--- src/rtl/core_pkg.sv ---
`default_nettype none
// ============================================================================
// Module      : core_pkg
// Description : Shared RV32I core encodings and the decode control bundle.
// Revision    : 1.0 - initial release
// ============================================================================
package core_pkg;

    localparam logic [1:0] RES_ALU = 2'b00;
    localparam logic [1:0] RES_MEM = 2'b01;
    localparam logic [1:0] RES_PC4 = 2'b10;

    localparam logic [3:0] ALU_ADD  = 4'b0000;
    localparam logic [3:0] ALU_SUB  = 4'b0001;
    localparam logic [3:0] ALU_AND  = 4'b0010;
    localparam logic [3:0] ALU_OR   = 4'b0011;
    localparam logic [3:0] ALU_XOR  = 4'b0100;
    localparam logic [3:0] ALU_SLL  = 4'b0101;
    localparam logic [3:0] ALU_SRL  = 4'b0110;
    localparam logic [3:0] ALU_SRA  = 4'b0111;
    localparam logic [3:0] ALU_SLT  = 4'b1000;
    localparam logic [3:0] ALU_RSV  = 4'b1001;
    localparam logic [3:0] ALU_SLTU = 4'b1010;
    localparam logic [3:0] ALU_LUI  = 4'b1011;

    typedef struct packed {
        logic       RegWrite;
        logic [1:0] ResultSrc;
        logic       MemWrite;
        logic       Jump;
        logic       Branch;
        logic [3:0] ALUctrl;
        logic       ALUSrcA;
        logic       ALUSrcB;
        logic [2:0] funct3;
    } ctrl_t;

endpackage
`default_nettype wire

--- src/rtl/hazard_detect.sv ---
`default_nettype none
// ============================================================================
// Module      : hazard_detect
// Description : Load-use detection plus stall/flush requests for IF and ID.
// Revision    : 1.0 - initial release
// ============================================================================
module hazard_detect
    import core_pkg::*;
#(
    parameter int REG_AW = 5
) (
    input  logic              ValidE,
    input  logic              RegWriteE,
    input  logic [1:0]        ResultSrcE,
    input  logic [REG_AW-1:0] RdE,
    input  logic [REG_AW-1:0] Rs1D,
    input  logic [REG_AW-1:0] Rs2D,
    input  logic              PCSrcE,
    output logic              lu,
    output logic              StallF,
    output logic              StallD,
    output logic              FlushD
);

    logic w_rd_match;

    // Rs2D is compared even when decode does not use it; worst case a one-cycle spurious stall.
    assign w_rd_match = (RdE == Rs1D) || (RdE == Rs2D);
    assign lu         = ValidE && RegWriteE && (ResultSrcE == RES_MEM) &&
                        (RdE != '0) && w_rd_match;

    // A redirect discards the decode instruction, so holding it would be pointless.
    assign StallF = lu && !PCSrcE;
    assign StallD = lu && !PCSrcE;
    assign FlushD = PCSrcE;

endmodule
`default_nettype wire

--- src/rtl/id_ex_pipe_reg.sv ---
`default_nettype none
// ============================================================================
// Module      : id_ex_pipe_reg
// Description : Decode->Execute pipeline register with load-use and flush bubbles.
// Revision    : 1.0 - initial release
// ============================================================================
module id_ex_pipe_reg
    import core_pkg::*;
#(
    parameter int DATA_WIDTH = 32,
    parameter int REG_AW     = 5
) (
    input  logic                  clk,
    input  logic                  rst,
    input  logic                  RegWriteD,
    input  logic [1:0]            ResultSrcD,
    input  logic                  MemWriteD,
    input  logic                  JumpD,
    input  logic                  BranchD,
    input  logic [3:0]            ALUctrlD,
    input  logic                  ALUSrcAD,
    input  logic                  ALUSrcBD,
    input  logic [2:0]            funct3D,
    input  logic [DATA_WIDTH-1:0] RD1D,
    input  logic [DATA_WIDTH-1:0] RD2D,
    input  logic [DATA_WIDTH-1:0] PCD,
    input  logic [DATA_WIDTH-1:0] PCPlus4D,
    input  logic [DATA_WIDTH-1:0] ImmExtD,
    input  logic [REG_AW-1:0]     Rs1D,
    input  logic [REG_AW-1:0]     Rs2D,
    input  logic [REG_AW-1:0]     RdD,
    input  logic                  PCSrcE,
    output logic                  RegWriteE,
    output logic [1:0]            ResultSrcE,
    output logic                  MemWriteE,
    output logic                  JumpE,
    output logic                  BranchE,
    output logic [3:0]            ALUctrlE,
    output logic                  ALUSrcAE,
    output logic                  ALUSrcBE,
    output logic [2:0]            funct3E,
    output logic [DATA_WIDTH-1:0] RD1E,
    output logic [DATA_WIDTH-1:0] RD2E,
    output logic [DATA_WIDTH-1:0] PCE,
    output logic [DATA_WIDTH-1:0] PCPlus4E,
    output logic [DATA_WIDTH-1:0] ImmExtE,
    output logic [REG_AW-1:0]     Rs1E,
    output logic [REG_AW-1:0]     Rs2E,
    output logic [REG_AW-1:0]     RdE,
    output logic                  ValidE,
    output logic                  StallF,
    output logic                  StallD,
    output logic                  FlushD
);

    ctrl_t                 r_ctrl;
    logic [DATA_WIDTH-1:0] r_rd1;
    logic [DATA_WIDTH-1:0] r_rd2;
    logic [DATA_WIDTH-1:0] r_pc;
    logic [DATA_WIDTH-1:0] r_pc4;
    logic [DATA_WIDTH-1:0] r_imm;
    logic [REG_AW-1:0]     r_rs1;
    logic [REG_AW-1:0]     r_rs2;
    logic [REG_AW-1:0]     r_rd;
    logic                  r_valid;

    ctrl_t                 w_ctrl_d;
    logic                  w_lu;

    assign w_ctrl_d = '{
        RegWrite:  RegWriteD,
        ResultSrc: ResultSrcD,
        MemWrite:  MemWriteD,
        Jump:      JumpD,
        Branch:    BranchD,
        ALUctrl:   ALUctrlD,
        ALUSrcA:   ALUSrcAD,
        ALUSrcB:   ALUSrcBD,
        funct3:    funct3D
    };

    hazard_detect #(
        .REG_AW (REG_AW)
    ) u_hazard_detect (
        .ValidE     (r_valid),
        .RegWriteE  (r_ctrl.RegWrite),
        .ResultSrcE (r_ctrl.ResultSrc),
        .RdE        (r_rd),
        .Rs1D       (Rs1D),
        .Rs2D       (Rs2D),
        .PCSrcE     (PCSrcE),
        .lu         (w_lu),
        .StallF     (StallF),
        .StallD     (StallD),
        .FlushD     (FlushD)
    );

    // A bubble is an all-zero slot: every write, branch and jump enable is inactive.
    always_ff @(posedge clk) begin
        if (rst || PCSrcE || w_lu) begin
            r_ctrl  <= '0;
            r_rd1   <= '0;
            r_rd2   <= '0;
            r_pc    <= '0;
            r_pc4   <= '0;
            r_imm   <= '0;
            r_rs1   <= '0;
            r_rs2   <= '0;
            r_rd    <= '0;
            r_valid <= 1'b0;
        end else begin
            r_ctrl  <= w_ctrl_d;
            r_rd1   <= RD1D;
            r_rd2   <= RD2D;
            r_pc    <= PCD;
            r_pc4   <= PCPlus4D;
            r_imm   <= ImmExtD;
            r_rs1   <= Rs1D;
            r_rs2   <= Rs2D;
            r_rd    <= RdD;
            r_valid <= 1'b1;
        end
    end

    assign RegWriteE  = r_ctrl.RegWrite;
    assign ResultSrcE = r_ctrl.ResultSrc;
    assign MemWriteE  = r_ctrl.MemWrite;
    assign JumpE      = r_ctrl.Jump;
    assign BranchE    = r_ctrl.Branch;
    assign ALUctrlE   = r_ctrl.ALUctrl;
    assign ALUSrcAE   = r_ctrl.ALUSrcA;
    assign ALUSrcBE   = r_ctrl.ALUSrcB;
    assign funct3E    = r_ctrl.funct3;
    assign RD1E       = r_rd1;
    assign RD2E       = r_rd2;
    assign PCE        = r_pc;
    assign PCPlus4E   = r_pc4;
    assign ImmExtE    = r_imm;
    assign Rs1E       = r_rs1;
    assign Rs2E       = r_rs2;
    assign RdE        = r_rd;
    assign ValidE     = r_valid;

endmodule
`default_nettype wire

--- config.mk ---
export PLATFORM = sky130hd
export DESIGN_NAME = id_ex_pipe_reg
export DESIGN_NICKNAME = d
export VERILOG_FILES = /design/src/rtl/core_pkg.sv /design/src/rtl/hazard_detect.sv /design/src/rtl/id_ex_pipe_reg.sv
export SDC_FILE = /design/constraint.sdc
export NUM_CORES = 1
export LEC_CHECK = 0
export CORE_AREA = 2 2 149 151
export CTS_BUF_LIST = sky130_fd_sc_hd__clkbuf_8 sky130_fd_sc_hd__clkbuf_16
export CTS_CLUSTER_SIZE = 20
export DETAILED_ROUTE_END_ITERATION = 8
export DIE_AREA = 0 0 151 153
export GPL_ROUTABILITY_DRIVEN = 1
export MAX_ROUTING_LAYER = met4
export PLACE_DENSITY = 0.66
export SETUP_SLACK_MARGIN = 0.15
export SKIP_CTS_REPAIR_TIMING = 1
export SYNTH_ARGS = -nofsm -noshare
export SYNTH_HDL_FRONTEND = slang
export SYNTH_HIERARCHICAL = 1
export SYNTH_SLANG_ARGS = --single-unit
--- constraint.sdc ---
create_clock -name clk -period 2.53 [get_ports clk]
set_input_delay 0.506 -clock clk [delete_from_list [all_inputs] [get_ports clk]]
set_output_delay 0.506 -clock clk [all_outputs]
set_load 0.01 [all_outputs]
==> impl_metrics.csv <==
group,metric,value,unit
worst_setup_path,worstReg2RegEnd,"RD2E[11]$_SDFF_PP0_",
worst_setup_path,start_kind,"flop",
sta,timing.final.hold_violations,0,
layout,filler_cell_count,1953,
hold_path,timing.hold.worst.class,"input pin to flop",
sta,setup_ws,0.206,ns
synthesis,mean_instance_size_in_the_synthesized_netlist,13.4,um^2
detailed_routing,detail_route.wl_per_cell,18.4,um
synthesis,flop_and_latch_count_out_of_synthesis,191,
detailed_routing,drt-initial-drc-count,175,
power_and_ir_drop,power.share.sequential,0.479,
sta,max_freq,430,MHz
die,die_area,23100,um^2
clock_network,clock-root-buffer,"sky130_fd_sc_hd__clkbuf_16",
synthesis,syn-cell-area,6280,um^2
detailed_routing,drt_pass1_iterations,6,
worst_setup_path,timing.reg2reg.setup_slack,0.41,ns
synthesis,synth-warning-count,6,
layout,antenna_cells,0,
worst_setup_path,critical_path_arrival,1.82,ns
place,gpl.final_weighted_congestion,0.732,
sta,maxSlewViolCount,0,
layout,multi_input_area,1860,um^2
detailed_routing,vias_per_cell,4.71,
grt,grt_first_pass_wirelength,30.6,mm
clock_network,numCtsBuffers,17,
clock_network,clkLatencyLatePin,0.43,ns
die,die_x,151,um
die,core_region_area,21500,um^2
sta,layout_worst_path_cycle_share,0.919,
layout,final_layout_size_suffix_gt1_frac,0.0818,
power_and_ir_drop,power_density,615,nW/um^2
sta,fin_crit,2.32,ns
worst_setup_path,slowest_delay,0.53,ns
detailed_routing,wirelength,20.7,mm
detailed_routing,number_of_drc_violations_after_detailed_routing,0,
sta,timing_worst_slew_pin_value,0.876,ns
hold_path,hold-path-cell-count,2,
power_and_ir_drop,report.power.total,6.61,mW
power_and_ir_drop,cellLeakagePower,3.84,nW
sta,clock-skew-final,0.0162,ns
power_and_ir_drop,power_report.internal_total,5.01,mW
worst_setup_path,critPathLaunch,"RdE[3]$_SDFF_PP0_",
place,io_buffer_count,386,
hold_path,hold-path-endpoint,"Rs1E[4]$_SDFF_PP0_",
synthesis,syn_inst,467,
die,initial_core_util,0.292,
synthesis,synth.net_count,660,
hold_path,hold_path.startpoint,"Rs1D[4]",
grt,via_count_of_the_first_global_routing_pass,5509,
power_and_ir_drop,clock_power_share,0.392,
worst_setup_path,cp_slowest_cell,"sky130_fd_sc_hd__or4_4",
worst_setup_path,rr_worst_depth,7,
grt,maximum_number_of_pins_on_one_net_before_global_route_repair,192,
grt,globalRouteOverflowTotal,0,
worst_setup_path,worst-path-max-fanout,4,
detailed_routing,via_count,5290,
power_and_ir_drop,netSwitchingFraction,0.242,
power_and_ir_drop,pwr-share-comb,0.130,
die,die-height,153,um
layout,mostFrequentLayoutCells,"372 x sky130_fd_sc_hd__clkdlybuf4s50_1, 190 x sky130_fd_sc_hd__nor4b_1, 187 x sky130_fd_sc_hd__dfxtp_1, 17 x sky130_fd_sc_hd__clkbuf_16, 17 x sky130_fd_sc_hd__buf_4",
synthesis,yosysUniqueCellTypes,14,
place,placed_wire_length_estimate,14.4,mm
power_and_ir_drop,power_switching,1.60,mW
worst_setup_path,worstPathCellList,"or4_4 > o21ai_4 > nor3_2 > buf_4 > clkbuf_2",
sta,max_slew_margin,0.416,
sta,final-setup-viol-count,0,
worst_setup_path,ff_to_ff_start,"RdE[3]$_SDFF_PP0_",
run_status,status,"completed",
clock_network,cts.htree.levels,4,
layout,finish.instance_area,10800,um^2
synthesis,yosysSeqAreaShare,0.609,
clock_network,cts_tree,"yes",
clock_network,clock_path_buffers,2,
die,std_cell_rows,54,
clock_network,clkTransAtPathRegs,0.08,ns
layout,area_delta_synth_final,71.4,%
place,post_dp_cell_area,10100,um^2
layout,fin_nets,1024,
layout,final_common_cell,"sky130_fd_sc_hd__clkdlybuf4s50_1",
worst_setup_path,criticalPathCategory,"flop to output pin",
detailed_routing,final_antenna_net_count,0,
power_and_ir_drop,vdd_drop_max,0.398,mV
clock_network,tritoncts_num_sinks,191,
worst_setup_path,worstSetupEndpointType,"output pin",
worst_setup_path,worstPathRequired,2.02,ns
run,maxCapViolCount,0,
sta,grt_setup_unrepaired,"no",
die,boundaryPins,387,
grt,grtUsageTotal,0.177,
grt,antenna_found_initial,0,
place,dp_worst_setup_slack,-0.356,ns
layout,seqCellArea,3830,um^2
-- worst max path at each step --
stage               endpoint  cells after the start
global route          StallF                      5
detailed placement    StallD                      6
floorplan             StallF                      5
global placement      StallF                      6
CTS                   StallD                      6
finish                StallF                      5
-- sequential cells by signal (all words and copies together), names as in the netlist, 2 cells and up --
signal	cells
RD1E	32
ALUctrlE	4
Rs1E	5
RdE	5
RD2E	32
ResultSrcE	2
Rs2E	5
PCPlus4E	32
ImmExtE	32
PCE	32
funct3E	3
-- per-stage QoR --
step	cells	utilization	hold WS, ns	TNS [ns]
2_1_floorplan	467	-	0.677	0
3_3_place_gp	1088	0.470	0.966	-0.585
3_5_place_dp	1088	0.470	0.978	-0.714
4_1_cts	1120	0.497	0.513	-0.706
5_1_grt	1124	0.501	0.385	0
6_report	1124	0.501	0.395	0
-- power by group through the flow --
stage / clock network [mW] / logic (mW) / registers, mW
floorplan: 0 / 0.264 / 3.29
global placement: 0 / 0.852 / 3.23
detailed placement: 0 / 0.851 / 3.24
CTS: 2.68 / 0.857 / 3.17
global route: 2.79 / 0.914 / 3.18
finish: 2.59 / 0.858 / 3.16
-- synth_stat cells --
master                     number  share of area
sky130_fd_sc_hd__a22oi_1        1         0.0012
sky130_fd_sc_hd__and4b_1        1         0.0016
sky130_fd_sc_hd__buf_2         20          0.016
sky130_fd_sc_hd__buf_4          2         0.0024
sky130_fd_sc_hd__buf_6         24          0.043
sky130_fd_sc_hd__clkbuf_1       1        0.00060
sky130_fd_sc_hd__clkbuf_8      18          0.039
sky130_fd_sc_hd__dfxtp_1      191           0.61
sky130_fd_sc_hd__nor2_1         3         0.0018
sky130_fd_sc_hd__nor3_1         4         0.0032
sky130_fd_sc_hd__nor4b_1      190           0.27
sky130_fd_sc_hd__o21ai_2        1         0.0014
sky130_fd_sc_hd__or4_1          1         0.0012
sky130_fd_sc_hd__xor2_1        10          0.014
-- per-layer routing --
| metal | global-route usage | part of all wire | vias to the layer above |
|---|---|---|---|
| li1 | - | - | 2477 |
| met1 | 0.195 | 0.39 | 2525 |
| met2 | 0.293 | 0.48 | 265 |
| met3 | 0.0660 | 0.10 | 23 |
| met4 | 0.0614 | 0.020 | 0 |
| met5 | - | 0 | - |
-- cells by family after synthesis --
family | after synthesis | synth area share
AO/OA/AOI/OAI | 2 | 0.00259
XOR/XNOR | 10 | 0.0140
buffers and inverters | 65 | 0.101
flip-flops | 191 | 0.609
AND/OR/NAND/NOR | 199 | 0.273
-- critical path: cells and delay by family, from the launching register on --
kind,cells,cell delay [ns]
AND/OR/NAND/NOR,2,0.59
flip-flops,1,0.36
AO/OA/AOI/OAI,1,0.18
buffers and inverters,2,0.26
-- final cells by class --
type	instances	area share
Tap cell	280	0.0326
Multi-Input combinational cell	211	0.172
Clock inverter	14	0.0117
Timing Repair Buffer	410	0.386
Clock buffer	18	0.0408
Sequential cell	191	0.356
No activity file was read; power rests on OpenSTA's default activity.
